$ cat config.mk
export PLATFORM = sky130hd
export DESIGN_NAME = line_buffer_3row
export DESIGN_NICKNAME = d
export VERILOG_FILES = /design/src/rtl/line_buffer_3row.sv
export SDC_FILE = /design/constraint.sdc
export NUM_CORES = 1
export LEC_CHECK = 0
export BUFFER_PORTS_ARGS = -buffer_cell sky130_fd_sc_hd__buf_2
export CAP_MARGIN = 20
export CORE_MARGIN = 2
export CORE_UTILIZATION = 46
export CTS_CLUSTER_DIAMETER = 80
export DETAILED_ROUTE_END_ITERATION = 6
export GPL_ROUTABILITY_DRIVEN = 0
export PLACE_DENSITY = 0.63
export SYNTH_ARGS = -nofsm -noshare
export SYNTH_HDL_FRONTEND = slang
export SYNTH_SLANG_ARGS = --single-unit
export TNS_END_PERCENT = 30
$ cat constraint.sdc
create_clock -name clk -period 7.2 [get_ports clk]
set_input_delay 0.36 -clock clk [delete_from_list [all_inputs] [get_ports clk]]
set_output_delay 0.36 -clock clk [all_outputs]
set_load 0.02 [all_outputs]
$ cat src/rtl/line_buffer_3row.sv
// ---------------------------------------------------------------------------
// line_buffer_3row
//
// Three-row circular line buffer feeding a 3x3 window consumer. Raster-order
// pixels are written into three row memories; once three complete rows are
// held, the consumer pulls one column triple per shift_buffer request.
// Finishing the last column of a window releases the oldest row so the next
// image row can be written into its slot. After the last window of a frame
// a single FLUSH cycle clears all pointers and counters.
//
// Handshakes:
//   write side : a pixel transfers on any rising edge where pix_valid and
//                pix_ready are both high. pix_ready depends only on
//                registered state, never on pix_valid.
//   read side  : a shift transfers on any rising edge where shift_buffer and
//                rows_ready are both high; the column triple appears on
//                l1/l2/l3_out after that edge, flagged by a one-cycle
//                col_valid pulse. shift_buffer with rows_ready low is ignored.
//
// Ports:
//   clk, rst      clock; asynchronous active-high reset
//   pix_in        raster-order input pixel
//   pix_valid     pix_in valid
//   pix_ready     block accepts pix_in this cycle
//   shift_buffer  consumer request for the next column triple
//   l1/l2/l3_out  column of the oldest / middle / newest buffered row
//   col_valid     one-cycle pulse marking new l1/l2/l3 values
//   rows_ready    three complete rows are buffered and streamable
//   frame_done    one-cycle pulse while the end-of-frame flush happens
//   fsm_state     current FSM state (FILL=0, STREAM=1, FLUSH=2) for debug
// ---------------------------------------------------------------------------
module line_buffer_3row #(
  parameter int BIT_DEPTH  = 8,
  parameter int IMG_WIDTH  = 16,
  parameter int IMG_HEIGHT = 16
) (
  input  logic                 clk,
  input  logic                 rst,
  input  logic [BIT_DEPTH-1:0] pix_in,
  input  logic                 pix_valid,
  output logic                 pix_ready,
  input  logic                 shift_buffer,
  output logic [BIT_DEPTH-1:0] l1_out,
  output logic [BIT_DEPTH-1:0] l2_out,
  output logic [BIT_DEPTH-1:0] l3_out,
  output logic                 col_valid,
  output logic                 rows_ready,
  output logic                 frame_done,
  output logic [1:0]           fsm_state
);

  localparam int CW = $clog2(IMG_WIDTH);
  localparam int RW = $clog2(IMG_HEIGHT + 1);

  localparam logic [CW-1:0] COL_LAST    = CW'(IMG_WIDTH - 1);
  localparam logic [RW-1:0] HEIGHT      = RW'(IMG_HEIGHT);
  localparam logic [RW-1:0] LAST_WINDOW = RW'(IMG_HEIGHT - 2);

  typedef enum logic [1:0] {
    FILL   = 2'd0,
    STREAM = 2'd1,
    FLUSH  = 2'd2
  } state_t;

  state_t state, state_next;

  logic [BIT_DEPTH-1:0] mem [0:2][0:IMG_WIDTH-1];

  logic [1:0]    wr_row, old_row, mid_row, new_row;
  logic [CW-1:0] wr_col, rd_col;
  logic [RW-1:0] rows_written, windows_done;
  logic [1:0]    filled, filled_next;

  logic wr_accept, row_done, rd_accept, row_release;

  function automatic logic [1:0] row_inc(input logic [1:0] r);
    return (r == 2'd2) ? 2'd0 : r + 2'd1;
  endfunction

  // Handshake and status flags, all from registered state.
  always_comb begin
    pix_ready   = (filled != 2'd3) && (rows_written < HEIGHT) && (state != FLUSH);
    rows_ready  = (filled == 2'd3) && (state == STREAM);
    frame_done  = (state == FLUSH);
    fsm_state   = state;
    wr_accept   = pix_valid && pix_ready;
    row_done    = wr_accept && (wr_col == COL_LAST);
    rd_accept   = shift_buffer && rows_ready;
    row_release = rd_accept && (rd_col == COL_LAST);
    mid_row     = row_inc(old_row);
    new_row     = row_inc(mid_row);
  end

  // A row completing and a row being released in the same cycle cancel out.
  always_comb begin
    filled_next = filled;
    case ({row_done, row_release})
      2'b10:   filled_next = filled + 2'd1;
      2'b01:   filled_next = filled - 2'd1;
      default: filled_next = filled;
    endcase
  end

  // Next-state logic.
  always_comb begin
    state_next = state;
    case (state)
      FILL: begin
        if (filled_next == 2'd3) state_next = STREAM;
      end
      STREAM: begin
        if (row_release) begin
          if (windows_done + RW'(1) == LAST_WINDOW)
            state_next = FLUSH;
          else if ((filled_next != 2'd3) && (rows_written < HEIGHT))
            state_next = FILL;
        end
      end
      FLUSH:   state_next = FILL;
      default: state_next = FILL;
    endcase
  end

  always_ff @(posedge clk or posedge rst) begin
    if (rst) state <= FILL;
    else     state <= state_next;
  end

  // Row memories carry no reset: a location is only read after it was
  // written in the current frame.
  always_ff @(posedge clk) begin
    if (wr_accept) mem[wr_row][wr_col] <= pix_in;
  end

  // Pointers and counters.
  always_ff @(posedge clk or posedge rst) begin
    if (rst) begin
      wr_row       <= 2'd0;
      old_row      <= 2'd0;
      wr_col       <= '0;
      rd_col       <= '0;
      rows_written <= '0;
      windows_done <= '0;
      filled       <= 2'd0;
    end else if (state == FLUSH) begin
      // The two rows still held are discarded with the pointers.
      wr_row       <= 2'd0;
      old_row      <= 2'd0;
      wr_col       <= '0;
      rd_col       <= '0;
      rows_written <= '0;
      windows_done <= '0;
      filled       <= 2'd0;
    end else begin
      if (wr_accept) begin
        wr_col <= row_done ? '0 : wr_col + CW'(1);
        if (row_done) begin
          wr_row       <= row_inc(wr_row);
          rows_written <= rows_written + RW'(1);
        end
      end
      if (rd_accept) begin
        rd_col <= row_release ? '0 : rd_col + CW'(1);
        if (row_release) begin
          old_row      <= row_inc(old_row);
          windows_done <= windows_done + RW'(1);
        end
      end
      filled <= filled_next;
    end
  end

  // Column outputs, one cycle after the accepted shift.
  always_ff @(posedge clk or posedge rst) begin
    if (rst) begin
      l1_out    <= '0;
      l2_out    <= '0;
      l3_out    <= '0;
      col_valid <= 1'b0;
    end else begin
      col_valid <= rd_accept;
      if (rd_accept) begin
        l1_out <= mem[old_row][rd_col];
        l2_out <= mem[mid_row][rd_col];
        l3_out <= mem[new_row][rd_col];
      end
    end
  end

endmodule

Word level (Yosys, flattened, before mapping)
Memories as Yosys holds them, arrays and structs flattened. Index checks and enable logic that the tools add are counted.

Bits in registers: 51. RAM bits: 384. Bits of input ports: 12. Memories kept: 1.

Memory list: mem (words 3, width 128, read ports 3, clocked after memory_dff 0, wr ports 1, RTL line 67) `logic [BIT_DEPTH-1:0] mem [0:2][0:IMG_WIDTH-1];`.

$add $sub $neg: 9. $lt $le $gt $ge: 4. Eq/ne operators: 18. Muxes and demuxes: 41. Bitwise logic cells: 2. Reduce and logical (&&, ||, !) cells: 17.

Operators by type and width (number): 128-bit 2-to-1 mux (1); 8-bit binary-select mux with 4-bit select (3); 8-bit 2-to-1 mux (7); 8-bit demux with 4-bit select (1); 5-bit 2-to-1 mux (6); 2-bit 2-to-1 mux (14); 4-bit 2-to-1 mux (6); 2-bit equality test, second input constant (7); 5-bit by 1-bit adder with 5-bit output, second input constant (2); 5-bit >= comparator, second input constant (2); 2-bit inequality test, second input constant (5); 4-bit NOT with 5-bit output (2); 1-bit logical AND (9); 2-bit by 1-bit adder with 2-bit output, second input constant (4); 4-bit by 1-bit adder with 4-bit output, second input constant (2); 4-bit equality test, second input constant (2); 2-bit case mux with 2 select lines (2); 2-bit nonzero test (4); 5-bit by 4-bit equality test with 1-bit output, second input constant (1); 5-bit by 1-bit less-than comparator with 1-bit output, second input constant (1); 5-bit less-than comparator, second input constant (1); 2-bit by 1-bit equality test with 1-bit output, second input constant (2); 2-bit AND reduction (2); 3-bit by 1-bit inequality test with 1-bit output, second input constant (1); 4 further kinds (4).

Longest topological paths before layout
Gate-level depths: netlist of run 1.

Word-level depth: 13. Depth in mapped cells: 11. Mapped depth without buffers: 10.

Worst setup path after synthesis of run 1
OpenSTA, ideal clock, no wires.

Path type: register to register. Start point: reg state[0] (netlist: fsm_state[0]). End point: reg state[0] (netlist: fsm_state[0]). Setup time: 0.094 ns. Data arrival time: 2.465 ns. Path slack: 4.642 ns. Stages on the path, launching flop included: 12. Buffers on the path: 1. Path through: dfrtp_1 -> nand2b_1 -> inv_2 -> a2111oi_2 -> and3_1 -> buf_2 -> inv_2 -> ha_1 -> or2_2 -> o21ai_0 -> a21oi_1 -> a211oi_1.

Longest elaborated chain between the ends: 10.

Ends and longest elaborated chain: start, declared (RTL line 65) `state_t state, state_next;`; start signal, assigned (RTL line 126) `else state <= state_next;`; 2-bit by 1-bit equality test with 1-bit output or 2-bit inequality test (tied branches) (RTL line 83, 107, 82); 1-bit logical AND (on tied branches) (RTL line 83, 82); 1-bit logical AND (on tied branches) (RTL line 88, 86); 1-bit logical AND (on tied branches) (RTL line 89, 87); 2-bit by 1-bit equality test with 1-bit output or 2-bit equality test (tied branches) (RTL line 97) `case ({row_done, row_release})`; 2-bit case mux with 2 select lines (RTL line 97); 2-bit inequality test (RTL line 115) `else if ((filled_next != 2'd3) && (rows_written < HEIGHT))`; 1-bit logical AND (RTL line 115); 3-bit by 1-bit inequality test with 1-bit output (no line); 3-bit AND reduction (no line).

Several ways; a longest one is shown, not always the timed one. A chain may end at the register's enable or synchronous reset.

Worst setup path in the final report of run 1
Start point: reg rd_col[0]. End point: reg l3_out[0].

Longest elaborated chain between the ends: 4.

Ends and longest elaborated chain: start, declared (RTL line 70) `logic [CW-1:0] wr_col, rd_col;`; start signal, assigned (RTL line 163) `rd_col <= row_release ? '0 : rd_col + CW'(1);`; 4-bit NOT with 5-bit output (not written as such) (RTL line 185) `l3_out <= mem[new_row][rd_col];`; 8-bit binary-select mux with 4-bit select (RTL line 185); 8-bit 2-to-1 mux (not written as such) (2 in series) (RTL line 185); end signal, assigned (RTL line 185); end, declared (RTL line 45) `output logic [BIT_DEPTH-1:0] l3_out,`.

No other way between the ends. The select of a mux whose other input is x is not followed.

==> results.py, run 1 <==
metrics = {
    "run_status": {
        "status": "finished with violations",
        "violations": "negative hold slack",
    },
    "worst_setup_path": {
        "critPathMaxFanout": 42,
        "endpoint_kind": "register",
        "reg2reg_depth": 6,
        "r2r_end": "l3_out[0]$_DFFE_PP0P_",
        "cp.required_ns": 7.69,
        "critPathArrivalTime_ns": 4.49,
        "crit-reg2reg-launch": "rd_col[0]$_DFFE_PP0P_",
        "worstSetupStartpointType": "register",
        "path_class": "register to register",
        "reg2reg_slack_ns": 3.19,
    },
    "clock_network": {
        "cts_made_buffers": 48,
        "clk_pin_slew_worst_paths_ns": 0.06,
        "cts_tree": "yes",
        "clock_sinks": 435,
        "cts_root_buffer": "clkbuf_16",
        "post-cts-setup-buffers": 0,
        "clock_path_buffers": 3,
        "clock_latency_ns": 0.60,
        "ctsResizeCount": 0,
        "cts_hold_buf": 0,
        "cts.htree.levels": 2,
    },
    "floorplan": {
        "num_rows": 81,
        "ios": 42,
        "start_util": 0.467,
        "die_area_mm2": 0.0516,
        "die_y_um": 227,
        "fp.coreArea_mm2": 0.0491,
        "die_w_um": 227,
    },
    "yosys": {
        "yosysUniqueCellTypes": 72,
        "synth_top_cell_area_share": 0.503,
        "synth-edff-count": 384,
        "ys_seq_area_frac": 0.559,
        "synth_area_leaders": "edfxtp_1 (50%), mux2i_1 (9.0%), mux4_2 (7.3%)",
        "synth_warnings": 0,
        "synthTopCellsByCount": "edfxtp_1 (384), mux2i_1 (207), mux2_2 (117)",
        "ys_async_sr_fraction": 0.117,
        "synth_nets": 1719,
        "syn_area_mm2": 0.0229,
        "yosysTopAreaCell": "edfxtp_1",
        "syn-instance-count": 1698,
        "ys_ff_latch": 435,
        "synth_most_common_cell": "edfxtp_1",
        "ys_dominant_reg_cell": "edfxtp_1",
        "avgSynthCellArea_um2": 13.5,
    },
    "routing": {
        "ant_nets": 0,
        "dr.first_iter.drc_count": 2097,
        "wire_per_inst_um": 30.4,
        "vias": 15800,
        "dr.pass1.iters": 6,
        "via_per_inst": 6.56,
        "drc": 0,
        "totalWireLength_um": 72900,
    },
    "sta": {
        "setup_violations": 0,
        "fin_crit_ns": 4.01,
        "period_share": 0.556,
        "slew_violations": 0,
        "fin_skew_ns": 0.0203,
        "fin_setup_tns_ns": 0,
        "finalHoldViolations": 4,
        "fmax_ghz": 0.250,
        "worst_slew_pin_slew_ns": 1.25,
        "rsz0062_at_grt": "no",
        "slew_headroom": 0.165,
        "hold-worst-slack_ns": -0.00484,
    },
    "power_and_ir_drop": {
        "pwr-share-seq": 0.370,
        "p_clk_frac": 0.278,
        "pwr-share-comb": 0.352,
        "ir_worst_vdd_uv": 239,
        "p_sw_mw": 3.13,
        "leakage_nw": 8.69,
        "power.internal_mw": 5.50,
        "powerDensity_mw_per_mm2": 344,
        "swShare": 0.363,
    },
    "layout": {
        "final_cells": 2401,
        "layout.nets": 1715,
        "multi_input_area_mm2": 0.00931,
        "design_area_mm2": 0.0251,
        "drive_gt1_frac": 0.216,
        "post-route-util": 0.511,
        "n_fill_cell": 4122,
        "seq_area_mm2": 0.0128,
        "area_growth_pct": 9.36,
    },
    "global_routing": {
        "grt_pass1_vias": 15300,
        "grt_pass1_wl_um": 106000,
        "overflow": 0,
        "grt_max_degree": 106,
        "antenna_found_initial": 3,
        "grt.total_usage": 0.287,
    },
    "placed_design": {
        "dp_cells": 2306,
        "portBuffers": 41,
        "dpl_cell_area_mm2": 0.0235,
        "hpwl_um": 47200,
    },
    "min_path": {
        "hp-class": "input pin to asynchronous set/reset pin",
    },
    "flow_run": {
        "drv_cap": 0,
    },
}
[cell families after synthesis]
family / after synthesis / synth area share
and+or+nand+nor: 303 / 0.0611
DFF: 435 / 0.559
AOI/OAI and AO/OA: 388 / 0.111
xor gates and xnor gates: 6 / 0.00229
muxes: 407 / 0.226
adders and majority gates: 9 / 0.00491
buffers and inverters: 150 / 0.0356
[worst max-delay path, stage by stage, from the launching register on]
cell and delay [ns]:
dfrtp_4 0.81, buf_4 0.70, nor2b_2 1.12, a22oi_1 0.19, a221oi_2 0.50, nor3_1 0.22
a211o_1 0.30
[worst max path at each step]
stage | start | end | depth (start not counted)
5_1_grt | rd_col[0]$_DFFE_PP0P_ | l2_out[7]$_DFFE_PP0P_ | 6
4_1_cts | rd_col[0]$_DFFE_PP0P_ | l3_out[0]$_DFFE_PP0P_ | 6
3_5_place_dp | rd_col[0]$_DFFE_PP0P_ | l3_out[0]$_DFFE_PP0P_ | 6
3_3_place_gp | old_row[0]$_DFFE_PP0P_ | l2_out[7]$_DFFE_PP0P_ | 6
2_1_floorplan | fsm_state[0]$_DFFE_PP0P_ | fsm_state[0]$_DFFE_PP0P_ | 11
6_report | rd_col[0]$_DFFE_PP0P_ | l3_out[0]$_DFFE_PP0P_ | 6
[metrics by stage]
step | power (mW) | hold WS [ns] | setup WS (ns)
6_report | 8.63 | -0.00484 | 3.19
5_1_grt | 8.93 | 0.0578 | 3.15
4_1_cts | 8.57 | 0.0204 | 3.41
3_5_place_dp | 6.19 | 0.466 | 3.42
3_3_place_gp | 6.16 | 0.449 | 3.20
2_1_floorplan | 5.28 | 0.459 | 4.64
[layout make-up]
class / instances / area share
sequential: 435 / 0.511
clock buffer: 72 / 0.0536
antenna: 3 / 0.000299
multi-input combinational: 1113 / 0.371
tap: 664 / 0.0331
timing repair buffer: 79 / 0.0210
clock inverter: 18 / 0.00669
inverter: 17 / 0.00265
[power by group through the flow]
stage	Sequential [mW]	Combinational [mW]	Clock, mW
after floorplan	3.15	2.13	0
after global placement	3.23	2.92	0
after detailed placement	3.24	2.95	0
after CTS	3.19	2.96	2.42
after global routing	3.21	3.19	2.52
final	3.20	3.04	2.40
[registers in the layout, indices dropped and copies added, names as in the netlist, 2 cells and up]
register / count
mem: 384
l1_out: 8
l2_out: 8
l3_out: 8
rows_written: 5
windows_done: 5
rd_col: 4
wr_col: 4
filled: 2
fsm_state: 2
old_row: 2
wr_row: 2
[per-layer routing]
metal,vias to the layer above,routed length (µm),GRT usage
met5,-,13,0
met4,2,3450,0.132
met3,179,8510,0.0807
met2,1015,31500,0.417
met1,7868,29400,0.401
li1,6698,-,-
[cell usage in the layout (no fill, tap or decap), drive strengths merged, types with 13 or more instances in the layout]
master / n
clkinv: 13
nand2b: 16
a21oi: 77
a22oi: 23
a211oi: 17
edfxtp: 384
mux4: 74
nor2: 100
dfrtp: 51
and2: 18
buf: 79
nand2: 94
mux2i: 207
o21ai: 102
inv: 19
mux2: 126
clkbuf: 72
o22ai: 51
nand3: 16
o211ai: 14
Power figures use the tool's default switching activity.
==> run 2, diff against run 1 <==
==> constraint.sdc (replaced) <==
create_clock -name clk -period 4.06 [get_ports clk]
set_input_delay 0.203 -clock clk [delete_from_list [all_inputs] [get_ports clk]]
set_output_delay 0.203 -clock clk [all_outputs]
set_load 0.02 [all_outputs]
==> run 2 against run 1 <==
  * Via count rose by 2.4%
  * Die area unchanged
  * Core utilization is 1.0 points higher
  * Combinational power up 78%
  * Sequential share of layout area shrank 1.0 points
  * Largest cell class unchanged
  * First-iteration DRC count rose by 2.6%
  * Worst setup slack got worse by 2.5 ns
  * The flow now finishes without violations
==> results.py, run 2 (synthesis gave the netlist of run 1 again) <==
metrics = {
    "global_routing": {
        "grt_max_degree": 81,
        "overflow": 0,
        "grt_pass1_wl_um": 106000,
        "grt_pass1_vias": 15200,
        "antenna_found_initial": 3,
        "grt.total_usage": 0.285,
    },
    "sta": {
        "slew_headroom": 0.267,
        "rsz0062_at_grt": "no",
        "finalHoldViolations": 0,
        "fin_skew_ns": 0.0152,
        "slew_violations": 0,
        "fin_setup_tns_ns": 0,
        "fin_crit_ns": 3.38,
        "fmax_ghz": 0.296,
        "setup_violations": 0,
        "setup_slack_ns": 0.684,
        "worst_slew_pin_slew_ns": 1.10,
        "period_share": 0.832,
    },
    "routing": {
        "dr.first_iter.drc_count": 2151,
        "vias": 16100,
        "via_per_inst": 6.62,
        "totalWireLength_um": 73400,
        "ant_nets": 0,
        "wire_per_inst_um": 30.1,
        "dr.pass1.iters": 6,
        "drc": 0,
    },
    "layout": {
        "antenna_cells": 0,
        "area_growth_pct": 11.6,
        "layout_common_cells": "edfxtp_1 (384), mux2i_1 (207), mux2_2 (117)",
        "layout.nets": 1760,
        "drive_gt1_frac": 0.239,
        "design_area_mm2": 0.0256,
        "largest_reg_flops": 384,
        "layout_commonest_cell": "edfxtp_1",
        "regMostFlops": "mem",
    },
    "worst_setup_path": {
        "worstSetupStartpointType": "register",
        "critPathMaxFanout": 33,
        "reg2reg_depth": 7,
        "cp.required_ns": 4.58,
        "r2r_end": "l2_out[3]$_DFFE_PP0P_",
        "critPathArrivalTime_ns": 3.89,
        "path_class": "register to register",
        "crit-reg2reg-launch": "rd_col[0]$_DFFE_PP0P_",
        "reg2reg_slack_ns": 0.68,
        "endpoint_kind": "register",
    },
    "clock_network": {
        "clock_latency_ns": 0.59,
        "cts.htree.levels": 2,
        "clk_pin_slew_worst_paths_ns": 0.06,
        "cts_root_buffer": "clkbuf_16",
        "clock_sinks": 435,
        "clock_path_buffers": 3,
        "post-cts-setup-buffers": 0,
        "cts_hold_buf": 2,
        "ctsResizeCount": 0,
        "cts_made_buffers": 48,
        "cts_tree": "yes",
    },
    "floorplan": {
        "die_y_um": 227,
        "ios": 42,
        "fp.coreArea_mm2": 0.0491,
        "num_rows": 81,
        "start_util": 0.467,
        "die_w_um": 227,
        "die_area_mm2": 0.0516,
    },
    "placed_design": {
        "place_ws_ns": 0.782,
        "portBuffers": 41,
        "dpl_cell_area_mm2": 0.0239,
        "hpwl_um": 48100,
    },
    "min_path": {
        "hp-class": "input pin to register",
        "hold_start": "pix_valid",
        "holdPathEnd": "wr_col[1]$_DFFE_PP0P_",
        "hold_depth": 6,
    },
    "power_and_ir_drop": {
        "powerDensity_mw_per_mm2": 610,
        "ir_worst_vdd_uv": 431,
        "power.internal_mw": 10.1,
        "p_sw_mw": 5.53,
        "p_clk_frac": 0.287,
        "pwr-share-comb": 0.346,
        "swShare": 0.354,
        "p_total_mw": 15.6,
        "pwr-share-seq": 0.366,
        "leakage_nw": 9.00,
    },
    "flow_run": {
        "drv_cap": 0,
    },
    "run_status": {
        "status": "finished, final reports clean",
    },
}
## run 2: cell count changes in the layout (fill, tap and decap cells not counted), sizes merged, moves of 3 or more
| cell | change |
|---|---|
| buf | +43 |
| bufinv | +3 |
| clkbuf | -7 |
| clkinv | +3 |
| diode | -3 |
| inv | -3 |
## run 2: cell type report
cell class                 instances  area [µm²]
sequential                       435       12800
timing repair buffer             124         943
clock inverter                    22         259
tap                              664         831
clock buffer                      65        1350
multi-input combinational       1113        9310
fill                            4124       23500
inverter                          17        66.3
## run 2: worst max-delay path: stages (launching register included)
cell and delay (ns):
dfrtp_4 0.82, buf_4 0.44, nand2b_1 0.23, buf_4 0.29, o21ai_0 0.20, o21ai_0 0.16, nor4bb_1 0.87, a2111o_1 0.21
## run 2: worst max-delay path by stage
| stage | from | to | slack, ns | depth (start not counted) |
|---|---|---|---|---|
| 2_1_floorplan | fsm_state[0]$_DFFE_PP0P_ | fsm_state[0]$_DFFE_PP0P_ | 1.50 | 11 |
| 3_3_place_gp | old_row[1]$_DFFE_PP0P_ | l2_out[4]$_DFFE_PP0P_ | 0.51 | 6 |
| 3_5_place_dp | old_row[0]$_DFFE_PP0P_ | l2_out[4]$_DFFE_PP0P_ | 0.78 | 7 |
| 4_1_cts | old_row[0]$_DFFE_PP0P_ | l2_out[4]$_DFFE_PP0P_ | 0.76 | 7 |
| 5_1_grt | old_row[0]$_DFFE_PP0P_ | l2_out[4]$_DFFE_PP0P_ | 0.71 | 7 |
| 6_report | rd_col[0]$_DFFE_PP0P_ | l2_out[3]$_DFFE_PP0P_ | 0.68 | 7 |
## run 2: stage by stage
stage	std cells	utilization	hold WS (ns)
floorplan	1698	-	0.302
global placement	2350	0.488	0.408
detailed placement	2351	0.488	0.399
CTS	2440	0.521	0.121
global route	2440	0.521	0.171
finish	2440	0.521	0.148
## run 2: layer usage
layer	GRT usage	wire length (µm)
met5	0	0
met2	0.404	31100
met4	0.113	3220
met1	0.422	30100
met3	0.0684	8920
## run 2: power groups by stage
stage,sequential (mW),combinational (mW),clock [mW]
floorplan,5.58,3.79,0
global placement,5.78,5.21,0
detailed placement,5.79,5.26,0
CTS,5.70,5.29,4.53
global route,5.75,5.68,4.70
finish,5.72,5.40,4.49
